## src/rtl/pipeline_hs.sv

```systemverilog
// Four-stage add / select / multiply datapath with valid/ready flow control,
// bubble collapsing, synchronous flush and optional saturating add.
module pipeline_hs #(
  parameter int WIDTH   = 8,
  parameter bit SAT_ADD = 1'b0
) (
  input  logic                 clk,
  input  logic                 reset,
  input  logic                 flush,
  input  logic                 in_valid,
  output logic                 in_ready,
  input  logic [WIDTH-1:0]     d,
  input  logic [WIDTH-1:0]     a,
  input  logic [WIDTH-1:0]     c,
  input  logic                 ctl,
  input  logic [WIDTH-1:0]     e,
  output logic                 out_valid,
  input  logic                 out_ready,
  output logic [2*WIDTH-1:0]   out_data,
  output logic [2:0]           occupancy
);

  logic v1_q, v2_q, v3_q, v4_q;
  logic v1_d, v2_d, v3_d, v4_d;
  logic [2:0] occ_q, occ_d;

  logic [WIDTH-1:0]   s1_dat_q, s1_a_q, s1_c_q, s1_e_q;
  logic               s1_ctl_q;
  logic [WIDTH-1:0]   s2_sum_q, s2_c_q, s2_e_q;
  logic               s2_ctl_q;
  logic [WIDTH-1:0]   s3_sel_q, s3_e_q;
  logic [2*WIDTH-1:0] s4_prod_q;

  logic rdy1, rdy2, rdy3, rdy4;
  logic accept;
  logic [WIDTH:0]     sum_full;
  logic [WIDTH-1:0]   sum_w;
  logic [WIDTH-1:0]   sel_w;
  logic [2*WIDTH-1:0] prod_w;

  assign rdy4 = !v4_q || out_ready;
  assign rdy3 = !v3_q || rdy4;
  assign rdy2 = !v2_q || rdy3;
  assign rdy1 = !v1_q || rdy2;

  // Reset is folded in so the producer sees no acceptance while held in reset.
  assign in_ready = reset && rdy1 && !flush;
  assign accept   = in_valid && in_ready;

  assign sum_full = {1'b0, s1_dat_q} + {1'b0, s1_a_q};
  assign sum_w    = (SAT_ADD && sum_full[WIDTH]) ? {WIDTH{1'b1}} : sum_full[WIDTH-1:0];
  assign sel_w    = s2_ctl_q ? s2_c_q : s2_sum_q;
  assign prod_w   = {{WIDTH{1'b0}}, s3_e_q} * {{WIDTH{1'b0}}, s3_sel_q};

  always_comb begin
    v1_d = v1_q;
    v2_d = v2_q;
    v3_d = v3_q;
    v4_d = v4_q;
    if (flush) begin
      v1_d = 1'b0;
      v2_d = 1'b0;
      v3_d = 1'b0;
      v4_d = 1'b0;
    end else begin
      if (rdy1) v1_d = accept;
      if (rdy2) v2_d = v1_q;
      if (rdy3) v3_d = v2_q;
      if (rdy4) v4_d = v3_q;
    end
    occ_d = {2'b00, v1_d} + {2'b00, v2_d} + {2'b00, v3_d} + {2'b00, v4_d};
  end

  always_ff @(posedge clk or negedge reset) begin
    if (!reset) begin
      v1_q      <= 1'b0;
      v2_q      <= 1'b0;
      v3_q      <= 1'b0;
      v4_q      <= 1'b0;
      occ_q     <= 3'd0;
      s1_dat_q  <= '0;
      s1_a_q    <= '0;
      s1_c_q    <= '0;
      s1_ctl_q  <= 1'b0;
      s1_e_q    <= '0;
      s2_sum_q  <= '0;
      s2_c_q    <= '0;
      s2_ctl_q  <= 1'b0;
      s2_e_q    <= '0;
      s3_sel_q  <= '0;
      s3_e_q    <= '0;
      s4_prod_q <= '0;
    end else begin
      v1_q  <= v1_d;
      v2_q  <= v2_d;
      v3_q  <= v3_d;
      v4_q  <= v4_d;
      occ_q <= occ_d;
      // Data only moves with a real token; flush leaves it untouched.
      if (!flush) begin
        if (accept) begin
          s1_dat_q <= d;
          s1_a_q   <= a;
          s1_c_q   <= c;
          s1_ctl_q <= ctl;
          s1_e_q   <= e;
        end
        if (rdy2 && v1_q) begin
          s2_sum_q <= sum_w;
          s2_c_q   <= s1_c_q;
          s2_ctl_q <= s1_ctl_q;
          s2_e_q   <= s1_e_q;
        end
        if (rdy3 && v2_q) begin
          s3_sel_q <= sel_w;
          s3_e_q   <= s2_e_q;
        end
        if (rdy4 && v3_q) begin
          s4_prod_q <= prod_w;
        end
      end
    end
  end

  assign out_valid = v4_q;
  assign out_data  = s4_prod_q;
  assign occupancy = occ_q;

endmodule

```

## config.mk

```make
export PLATFORM = sky130hd
export DESIGN_NAME = pipeline_hs
export DESIGN_NICKNAME = d
export VERILOG_FILES = /design/src/rtl/pipeline_hs.sv
export SDC_FILE = /design/constraint.sdc
export NUM_CORES = 1
export LEC_CHECK = 0
export ABC_CLOCK_PERIOD_IN_PS = 5200
export BUFFER_PORTS_ARGS = -buffer_cell sky130_fd_sc_hd__buf_2
export CORE_ASPECT_RATIO = 1.5
export CORE_MARGIN = 1
export CORE_UTILIZATION = 34
export DETAILED_ROUTE_END_ITERATION = 8
export PLACE_DENSITY = 0.52
export REMOVE_ABC_BUFFERS = 1
export SLEW_MARGIN = 20
export SYNTH_ARGS = -nofsm -noshare
export SYNTH_HDL_FRONTEND = slang
export SYNTH_SLANG_ARGS = --single-unit
export TNS_END_PERCENT = 1
```

## constraint.sdc

```tcl
create_clock -name clk -period 5.2 [get_ports clk]
set_clock_uncertainty 0.1 [all_clocks]
set_input_delay 1.04 -clock clk [delete_from_list [all_inputs] [get_ports clk]]
set_output_delay 1.04 -clock clk [all_outputs]
set_load 0.02 [all_outputs]
```

* Word level (Yosys, flattened, before mapping)
Cells that the tools add are included.
Word-level totals: input port bits 38, bits in registers 97, output and inout port bits 21, word-level logic and storage cells 51
Cells by class: bitwise operators 1, add/subtract/negate cells 4, reductions and logical operators 19, $mul 1, multiplexer cells 9
Operator list (count):
- 8-bit by 8-bit multiplier with 16-bit output | 1
- 8-bit adder | 1
- 1-bit 2-to-1 mux | 8
- 8-bit 2-to-1 mux | 1
- 2-bit AND reduction | 4
- 1-bit logical AND | 6
- 1-bit logical NOT | 5
- 1-bit logical OR | 4
- 2-bit by 1-bit adder with 3-bit output | 1
- 3-bit by 1-bit adder with 3-bit output | 1
- 1-bit by 1-bit adder with 2-bit output | 1
- 1-bit NOT | 1

* Depth between registers and ports, before layout
depth after elaboration 13, mapped depth 15, gate-level depth less buffers 15

* Worst setup path before layout
Ideal clock, no wire load.
path kind reg-to-reg, start register s3_e_q[1], end register s4_prod_q[13] (netlist: out_data[13]), setup time 70 ps, cell stages (with the launch flop) 14, setup slack 1074 ps, arrival 3956 ps, buffers on the path 0, cell sequence dfrtp_1 and2_1 fa_1 fa_1 fa_1 inv_1 fa_1 inv_1 ha_1 o211ai_1 a21oi_1 o21ai_0 or4_1 nand3_1
On the way: cells in the longest elaborated chain, start to end 1
RTL lines:
- start, declared | line 31 | logic [WIDTH-1:0] s3_sel_q, s3_e_q;
- start signal, assigned | line 116 | s3_e_q <= s2_e_q;
- 8-bit by 8-bit multiplier with 16-bit output | line 53 | assign prod_w = {{WIDTH{1'b0}}, s3_e_q} * {{WIDTH{1'b0}}, s3_sel_q};
- end signal, assigned | line 119 | s4_prod_q <= prod_w;
- end, declared | line 32 | logic [2*WIDTH-1:0] s4_prod_q;
No other way between the ends. A chain may end at the register's enable or synchronous reset.

* Worst setup path after layout
start register s3_e_q[0], end register s4_prod_q[13] (netlist: out_data[13])
Same word-level chain as after synthesis.

==> qor.yml <==
status: "finished, final reports clean"
seqPwrFrac_pct: 38.7
dpl-instance-area_sq_mm: 0.00671
largest_register_ffs: 16
portBuffers: 58
worst_pin_slew_ns: 0.983
pwr-share-clk_pct: 21.3
ir_worst_vdd_mv: 0.176
coreArea_sq_mm: 0.0179
gr-usage-met3_pct: 2.56
nFillCells: 1720
crit_top_cell: "fa_1"
cts_tree: "done"
netSwitchingFraction_pct: 37.8
synthArstFlopShare_pct: 100
required_ns: 5.39
use_met2_pct: 26.2
ys_seq_area_share_pct: 39.0
pwr_density_cell_mw_per_mm2: 424
post-route-period-util_pct: 86.2
hold_class: "reg -> reg"
fp.dieW_microns: 113
r2r_end: "out_data[13]$_DFFE_PN0P_"
fin_total_pwr_mw: 2.97
rsz0062_at_grt: "no"
internal_power_mw: 1.85
via_count: 3912
antenna_found_initial: 0
dp_hpwl_microns: 9450
finalNetCount: 725
p_leak_nw: 3.66
gp_congestion: 0.852
grt_pass1_wl_microns: 20600
overflow: 0
synthDistinctLibCells: 46
drc: 0
post-cts-setup-buffers: 0
cts-resized-gates: 0
synth_flop_cell: "dfrtp_1"
max_freq_mhz: 223
slew_headroom_pct: 34.3
synthCells: 546
final-hold-violation-count: 0
clk_pin_slew_ns: 0.07
netSwitchingPower_mw: 1.12
grt-busiest-layer: "met2"
ioPinCount: 59
syn_area_per_cell_sq_um: 11.4
cts_made_buffers: 9
antennaDiodeCount: 0
critPathKind: "reg -> reg"
reg2reg_depth: 14
fin_crit_ns: 4.48
dp_worst_setup_slack_ns: 0.751
timing.rr.start: "s3_e_q[0]$_DFFE_PN0P_"
initial_core_util_pct: 34.7
ys_ff_latch: 97
setup_ws_ns: 0.719
viasPerCell: 4.74
clkLatencyLatePin_ns: 0.36
synth_edf_count: 0
setup.worst_path.start: "s3_e_q[0]$_DFFE_PN0P_"
dp_cells: 809
finalSetupViolCount: 0
slowest_stage: "fa_1"
max_stage_delay_ns: 0.55
crit_path_cell_trace: "nand2_1 -> fa_1 -> fa_1 -> inv_1 -> fa_1 -> inv_1 -> fa_1 -> inv_1 -> ha_1 -> o211ai_1 -> a21oi_1 -> o21ai_0 -> or4_1 -> nand3_1"
design_area_sq_mm: 0.00701
grt_max_degree: 79
reg2reg_slack_ns: 0.72
initialDrtViolationCount: 95
met1_usage_pct: 15.6
critPathCapture: "out_data[13]$_DFFE_PN0P_"
grt_pass1_vias: 4163
cts_buffer_depth: 2
cp.arrival_ns: 4.67
netlist_area_sq_mm: 0.00623
power.share.combinational_pct: 40.0
cp_max_fo: 9
syn2layout_area_growth_pct: 12.5
htreeDepth: 3
timing.max_cap.violations: 0
slew_violations: 0
cts.sinks: 97
holdBufCountCts: 0
endpoint_kind: "flip-flop"
critPathLaunchType: "flip-flop"
dr.pass1.iters: 4
fin_cells: 825
setup_tns_ns: 0
postRouteAntennaNets: 0
die-area_sq_mm: 0.0189
final_layout_size_suffix_gt1_share_pct: 23.2
avgRoutedWirePerCell_microns: 14.6
ys_warn_count: 0
wl_microns: 12100
cts_root_buf: "clkbuf_16"
die_y_microns: 168
rows: 60
track_usage_pct: 14.0
==> how the worst min path moves through the flow <==
stage,start,endpoint,depth (start not counted)
2_1_floorplan,s2_sum_q[6]$_DFFE_PN0P_,s2_sum_q[6]$_DFFE_PN0P_,2
3_3_place_gp,out_data[11]$_DFFE_PN0P_,out_data[11]$_DFFE_PN0P_,2
3_5_place_dp,out_data[1]$_DFFE_PN0P_,out_data[1]$_DFFE_PN0P_,2
4_1_cts,out_data[1]$_DFFE_PN0P_,out_data[1]$_DFFE_PN0P_,2
5_1_grt,s2_sum_q[6]$_DFFE_PN0P_,s2_sum_q[6]$_DFFE_PN0P_,2
6_report,s2_sum_q[6]$_DFFE_PN0P_,s2_sum_q[6]$_DFFE_PN0P_,2
==> synthesized netlist by cell type (2+ instances only) <==
| cell | number | area (sq um) |
|---|---|---|
| nand2_1 | 57 | 214 |
| dfrtp_1 | 97 | 2430 |
| nand3_1 | 2 | 10.0 |
| mux2_4 | 28 | 420 |
| nor3_1 | 3 | 15.0 |
| a31oi_1 | 2 | 12.5 |
| ha_1 | 45 | 563 |
| xnor2_1 | 4 | 35.0 |
| o211ai_1 | 3 | 22.5 |
| nor2_1 | 6 | 22.5 |
| and2_1 | 56 | 350 |
| o21a_1 | 3 | 22.5 |
| buf_6 | 5 | 56.3 |
| fa_1 | 38 | 761 |
| or2_2 | 2 | 12.5 |
| inv_1 | 56 | 210 |
| xor2_1 | 11 | 96.3 |
| nand4_1 | 3 | 18.8 |
| nor2b_1 | 3 | 18.8 |
| buf_2 | 5 | 25.0 |
| a21oi_1 | 13 | 65.1 |
| a21o_1 | 5 | 37.5 |
| a211oi_1 | 3 | 22.5 |
| o21ai_0 | 30 | 150 |
| mux2_2 | 31 | 349 |
| mux2i_1 | 9 | 90.1 |
| clkbuf_1 | 4 | 15.0 |
| nand2b_1 | 4 | 25.0 |
==> per-layer routing <==
metal / up-vias / share of wire [%]
li1: 1931 / -
met1: 1915 / 41
met2: 53 / 55
met3: 13 / 2.4
met4: 0 / 1.6
met5: - / 0
==> power groups by stage <==
stage	Sequential [mW]	Clock, mW	Combinational, mW
finish	1.15	0.632	1.19
global route	1.19	0.682	1.37
CTS	1.16	0.656	1.22
detailed placement	1.17	0	1.20
global placement	1.16	0	1.19
floorplan	1.11	0	0.915
==> layout make-up <==
class / instances / area [sq um] / area share, %
Tap cell: 217 / 272 / 3.87
Sequential cell: 97 / 2430 / 34.6
Inverter: 56 / 210 / 3.00
Multi-Input combinational cell: 379 / 3500 / 49.9
Timing Repair Buffer: 61 / 335 / 4.78
Clock inverter: 4 / 27.5 / 0.393
Clock buffer: 11 / 243 / 3.46
==> metrics by stage <==
| step | hold WS (ns) | util [%] |
|---|---|---|
| floorplan | 0.348 | - |
| global placement | 0.359 | 37.4 |
| detailed placement | 0.360 | 37.4 |
| CTS | 0.377 | 38.9 |
| global route | 0.406 | 39.1 |
| finish | 0.376 | 39.1 |
==> worst max-delay path: cells and delay by family (launching register included) <==
kind	cells	cell delay, ns
AND/OR/NAND/NOR	3	0.62
buffers and inverters	3	0.15
AO/OA/AOI/OAI	3	0.58
flip-flops	1	0.49
adder cells (fa/ha/maj)	5	2.48
==> kinds of logic (layout without fill, tap and decap cells) <==
logic type	Yosys count	in the layout	share of synthesized area (%)
flip-flops	97	97	39.0
multiplexers	68	68	13.8
buffers and inverters	70	132	4.92
AND/OR/NAND/NOR	144	144	12.2
AO/OA/AOI/OAI	69	69	6.77
adder cells (fa/ha/maj)	83	83	21.2
XOR/XNOR	15	15	2.11
==> cells in the final DEF (no fill, tap or decap), types with 2 or more instances in the layout <==
cell / count
a211oi_1: 3
a21o_1: 5
a21oi_1: 13
a31oi_1: 2
and2_1: 56
buf_2: 57
buf_4: 3
clkbuf_16: 9
clkinv_2: 2
dfrtp_1: 97
fa_1: 38
ha_1: 45
inv_1: 56
mux2_2: 31
mux2_4: 28
mux2i_1: 9
nand2_1: 57
nand2b_1: 4
nand3_1: 2
nand4_1: 3
nor2_1: 6
nor2b_1: 3
nor3_1: 3
o211ai_1: 3
o21a_1: 3
o21ai_0: 30
or2_2: 2
xnor2_1: 4
xor2_1: 11
Power figures use the tool's default switching activity.
